## config.mk

```make
export PLATFORM = sky130hd
export DESIGN_NAME = display_driver
export DESIGN_NICKNAME = d
export VERILOG_FILES = /design/src/rtl/display_driver.sv
export SDC_FILE = /design/constraint.sdc
export NUM_CORES = 1
export LEC_CHECK = 0
export BUFFER_PORTS_ARGS = -buffer_cell sky130_fd_sc_hd__buf_2
export CAP_MARGIN = 5
export CORE_UTILIZATION = 30
export CTS_BUF_LIST = sky130_fd_sc_hd__clkbuf_2
export DETAILED_ROUTE_END_ITERATION = 6
export PLACE_DENSITY = 0.44
export SYNTH_ARGS = -nofsm -noshare
export SYNTH_HDL_FRONTEND = slang
export SYNTH_SLANG_ARGS = --single-unit
```

## constraint.sdc

```tcl
create_clock -name clk -period 6.86 [get_ports clk]
set_clock_uncertainty 0.1 [all_clocks]
set_input_delay 0.686 -clock clk [delete_from_list [all_inputs] [get_ports clk]]
set_output_delay 0.686 -clock clk [all_outputs]
set_load 0.02 [all_outputs]
```

## src/rtl/display_driver.sv

```systemverilog
// Purpose : time-multiplexed 4-digit 7-segment driver for a mm.ss stopwatch, with per-mode digit blinking.
// Latency : seg/an/dp are registered; a new digit index reaches the pins one clk after the index changes.
// Backpres: none; mins/secs/state are sampled once per frame and never stalled.
//
// Ports:
//   clk            system clock, all state on rising edge
//   rst            asynchronous active-high reset
//   state[1:0]     00 run, 01 adjust mins, 10 adjust secs, 11 paused
//   mins[5:0]      minutes value from the counter stage
//   secs[5:0]      seconds value from the counter stage
//   seg[6:0]       active-low cathodes, seg[6]=a .. seg[0]=g
//   an[3:0]        active-low anodes: [3] min tens, [2] min ones, [1] sec tens, [0] sec ones
//   dp             active-low decimal point, lit on min ones as the mm.ss separator
//
// Build option: define LEADING_ZERO_BLANK_EN to blank a zero minute-tens digit.

module display_driver #(
    parameter int REFRESH_DIV = 100000,
    parameter int BLINK_DIV   = 25000000
) (
    input  logic       clk,
    input  logic       rst,
    input  logic [1:0] state,
    input  logic [5:0] mins,
    input  logic [5:0] secs,
    output logic [6:0] seg,
    output logic [3:0] an,
    output logic       dp
);

    localparam int TW = (REFRESH_DIV > 2) ? $clog2(REFRESH_DIV) : 1;
    localparam int BW = (BLINK_DIV > 2) ? $clog2(BLINK_DIV) : 1;

    localparam logic [6:0] SEG_BLANK = 7'b1111111;
    localparam logic [6:0] SEG_DASH  = 7'b1111110;

    logic [TW-1:0] tick;
    logic [1:0]    idx;
    logic [5:0]    snap_mins;
    logic [5:0]    snap_secs;
    logic [1:0]    snap_state;
    logic [BW-1:0] bcnt;
    logic          phase;

    logic          tick_tc;
    logic [5:0]    val;
    logic [3:0]    digit;
    logic          is_dash;
    logic          blank;
    logic [6:0]    seg_nxt;

    function automatic logic [6:0] enc7(input logic [3:0] d);
        case (d)
            4'd0:    enc7 = 7'b0000001;
            4'd1:    enc7 = 7'b1001111;
            4'd2:    enc7 = 7'b0010010;
            4'd3:    enc7 = 7'b0000110;
            4'd4:    enc7 = 7'b1001100;
            4'd5:    enc7 = 7'b0100100;
            4'd6:    enc7 = 7'b0100000;
            4'd7:    enc7 = 7'b0001111;
            4'd8:    enc7 = 7'b0000000;
            4'd9:    enc7 = 7'b0000100;
            default: enc7 = SEG_BLANK;
        endcase
    endfunction

    assign tick_tc = (tick == TW'(REFRESH_DIV - 1));

    // Scan timing and frame snapshot. The snapshot is taken as the last digit
    // of a frame ends, so all four digits of the next frame come from one value.
    always_ff @(posedge clk or posedge rst) begin
        if (rst) begin
            tick       <= '0;
            idx        <= '0;
            snap_mins  <= '0;
            snap_secs  <= '0;
            snap_state <= '0;
        end else begin
            if (tick_tc) begin
                tick <= '0;
                idx  <= idx + 2'd1;
                if (idx == 2'd3) begin
                    snap_mins  <= mins;
                    snap_secs  <= secs;
                    snap_state <= state;
                end
            end else begin
                tick <= tick + TW'(1);
            end
        end
    end

    // Blink phase. A pending mode change (input state not yet in the snapshot)
    // holds the phase visible, so the new mode starts from a full visible half-period.
    always_ff @(posedge clk or posedge rst) begin
        if (rst) begin
            bcnt  <= '0;
            phase <= 1'b1;
        end else if (state != snap_state) begin
            bcnt  <= '0;
            phase <= 1'b1;
        end else if (bcnt == BW'(BLINK_DIV - 1)) begin
            bcnt  <= '0;
            phase <= ~phase;
        end else begin
            bcnt <= bcnt + BW'(1);
        end
    end

    // Digit selection: idx[1] picks minutes vs seconds, idx[0] picks tens vs ones.
    always_comb begin
        val     = idx[1] ? snap_mins : snap_secs;
        is_dash = (val >= 6'd60);
        digit   = idx[0] ? 4'(val / 6'd10) : 4'(val % 6'd10);

        blank = 1'b0;
        if (!phase) begin
            case (snap_state)
                2'b01:   blank = idx[1];
                2'b10:   blank = ~idx[1];
                2'b11:   blank = 1'b1;
                default: blank = 1'b0;
            endcase
        end
`ifdef LEADING_ZERO_BLANK_EN
        // Out-of-range minutes still show dashes rather than a blank.
        if ((idx == 2'd3) && !is_dash && (val < 6'd10)) begin
            blank = 1'b1;
        end
`endif

        if (blank) begin
            seg_nxt = SEG_BLANK;
        end else if (is_dash) begin
            seg_nxt = SEG_DASH;
        end else begin
            seg_nxt = enc7(digit);
        end
    end

    // Anode stays asserted for blanked digits so scan timing never changes.
    always_ff @(posedge clk or posedge rst) begin
        if (rst) begin
            seg <= SEG_BLANK;
            an  <= 4'b1111;
            dp  <= 1'b1;
        end else begin
            seg <= seg_nxt;
            an  <= ~(4'b0001 << idx);
            dp  <= (idx != 2'd2);
        end
    end

endmodule

```

==> flow_metrics.env <==
export IMPL_fmax_ghz=0.240
export IMPL_die_h_um=115
export IMPL_h_tree_depth=3
export IMPL_viasPerCell=4.71
export IMPL_start_util_pct=31.3
export IMPL_dp_slack_ns=2.73
export IMPL_ys_ff_latch=70
export IMPL_fillers=1275
export IMPL_yosys_cell_types_count=59
export IMPL_max_stage_delay_ns=0.82
export IMPL_tritoncts="yes"
export IMPL_worst_pin_slew_ns=1.15
export IMPL_dr_pass1_iters=4
export IMPL_worstSetupStartpointType="flop"
export IMPL_clockRootBuffer="clkbuf_2"
export IMPL_syn_num_nets=390
export IMPL_rsz0062_at_grt="no"
export IMPL_post_cts_buffers=0
export IMPL_overflow=0
export IMPL_clkTransAtPathRegs_ns=0.19
export IMPL_placed_cell_area_um2=4140
export IMPL_critical_path_slowest_cell="dfrtp_1"
export IMPL_worst_path_buf_inv=2
export IMPL_wl_per_cell_um=13.8
export IMPL_die_x_um=115
export IMPL_finalCritPeriodShare_pct=60.8
export IMPL_power_density_nw_per_um2=156
export IMPL_finish_net_count=420
export IMPL_cp_max_fo=13
export IMPL_numCtsBuffers=9
export IMPL_outcome="complete, no violations"
export IMPL_area_growth_pct=10.8
export IMPL_async_reset_ff_share_pct=100
export IMPL_fin_ws_ns=2.69
export IMPL_ys_seq_area_share_pct=46.2
export IMPL_place_gp_congestion=0.791
export IMPL_worst_setup_path_type="flop to flop"
export IMPL_p_leak_uw=0.00187
export IMPL_crit_path_end_kind="flop"
export IMPL_drtAntennaViolNets=0
export IMPL_ir_worst_vdd_v=0.0000667
export IMPL_slew_violations=0
export IMPL_post_cts_resized=0
export IMPL_synthTopCellsByCount="dfrtp_1 (58), nor2_1 (45), nand3_1 (26)"
export IMPL_core_region_area_um2=12200
export IMPL_grt_max_degree=71
export IMPL_critPathTopFamily="compound AO/OA/AOI/OAI gates"
export IMPL_synth_top_cell_by_area="dfrtp_1"
export IMPL_ys_flop_type="dfrtp_1"
export IMPL_routed_wirelength_um=7760
export IMPL_clockBufferDepth=2
export IMPL_drc=0
export IMPL_cts_hold_buf=0
export IMPL_max_slew_margin_rel_pct=23.0
export IMPL_period_needed_ns=4.17
export IMPL_dr_first_iter_drc_count=97
export IMPL_cp_required_ns=7.24
export IMPL_finalInstanceArea_um2=4240
export IMPL_fin_tns_setup_ns=0
export IMPL_drive_gt1_share_pct=23.5
export IMPL_rows=40
export IMPL_grt_pass1_vias=2609
export IMPL_synth_most_common_cell="dfrtp_1"
export IMPL_hp_class="input port to flop"
export IMPL_clk_latency_ns=0.53
export IMPL_antenna_found_initial=0
export IMPL_dieArea_um2=13200
export IMPL_yosysTopAreaCellShare_pct=37.9
export IMPL_synth_edf_count=0
export IMPL_crit_chain="mux2_4, inv_1, ha_1, nor2b_1, nor2_1, o31a_1, o221ai_2, nor3b_1, o31ai_2, ha_1, inv_1, a211o_1, o311ai_1, nand3_1"
export IMPL_arrival_ns=4.55
export IMPL_r2r_slack_ns=2.69
export IMPL_drv_cap=0
export IMPL_synthTopCellsByArea="dfrtp_1 (38%), dfstp_2 (8.2%), xnor2_1 (4.8%)"
export IMPL_finalSetupViolCount=0
export IMPL_final_hold_viol_count=0
export IMPL_grt_usage_pct=12.8
export IMPL_synth_cells=362
export IMPL_io_buffer_count=27
export IMPL_grt_pass1_wl_um=12800
export IMPL_clock_sinks=70
export IMPL_synthesis_area_um2=3830
export IMPL_syn_avg_cell_area_um2=10.6
export IMPL_n_antenna_cell=0
export IMPL_ys_warnings_count=0
export IMPL_num_vias=2658
export IMPL_io_pins=28
export IMPL_hpwl_um=5430
-- kinds of logic (layout without fill, tap and decap cells) --
group,Yosys count,after routing,synth area share (%)
AOI/OAI and AO/OA,47,47,10.4
xor gates and xnor gates,41,41,9.39
adders and majority gates,12,12,3.92
buffers and inverters,27,61,3.17
DFF,70,70,46.2
muxes,28,28,9.09
and+or+nand+nor,137,137,17.9
-- final timing paths --
| path | to | from | depth (start not counted) |
|---|---|---|---|
| max | seg[2] | idx[1] | 14 |
| min | snap_secs[4] | secs[4] | 2 |
| max reg2reg | seg[2] | idx[1] | 14 |
| min reg2reg | tick[4] | tick[4] | 1 |
| max in group asynchronous | tick[14] | rst | 3 |
| min in group asynchronous | bcnt[3] | rst | 3 |
-- worst reg2reg max path, delay by kind of cell, from the launching register on --
kind            cells  cell delay (ns)
fa+ha+maj           2             0.47
simple gates        4             0.67
flops               1             0.82
buf+inv             2             0.37
mux                 1             0.42
compound gates      5             1.25
-- layout make-up --
class	instances	area, um^2	share of cell area [%]
Clock buffer	13	65.1	1.53
Clock inverter	2	35.0	0.826
Inverter	17	68.8	1.62
Multi-Input combinational cell	265	1940	45.8
Sequential cell	70	1770	41.7
Tap cell	168	210	4.96
Timing Repair Buffer	29	150	3.54
-- state kept, by name, indices dropped and copies added, names as in the netlist --
register,flops
seg,7
snap_mins,6
phase,1
bcnt,25
snap_state,2
snap_secs,6
idx,2
tick,17
an,4
-- report_power, final --
part	switching (uW)	total, uW	internal (uW)
sequential	0.527	415	414
clock	143	231	88.1
combinational	13.0	17.7	4.65
-- layout by cell type (no fill, tap or decap), types with 11 or more instances in the layout --
cell type | netlist | final
mux2_2 | 14 | 14
buf_2 | 3 | 27
dfstp_2 | 12 | 12
and3_1 | 11 | 11
dfrtp_1 | 58 | 58
nand3_1 | 26 | 26
nor2_1 | 45 | 45
xor2_1 | 20 | 20
ha_1 | 12 | 12
clkbuf_2 | 0 | 13
xnor2_1 | 21 | 21
inv_1 | 16 | 15
nand2_1 | 21 | 21
-- through the flow --
stage	total power (uW)	cells	hold WS, ns	util, %
after CTS	685	564	0.170	34.7
after floorplan	431	362	0.346	-
after global placement	441	549	0.361	33.9
final	663	564	0.257	34.7
after global routing	698	564	0.203	34.7
after detailed placement	441	549	0.371	33.9
-- routing by layer --
metal  up-vias  track usage, %  share of wire (%)
li1       1323               -                  -
met1      1278            15.7                 46
met2        41            20.6                 48
met3        16            3.58                3.5
met4         0            6.49                2.4
met5         -               0                  0
No activity file was read; power rests on OpenSTA's default activity.
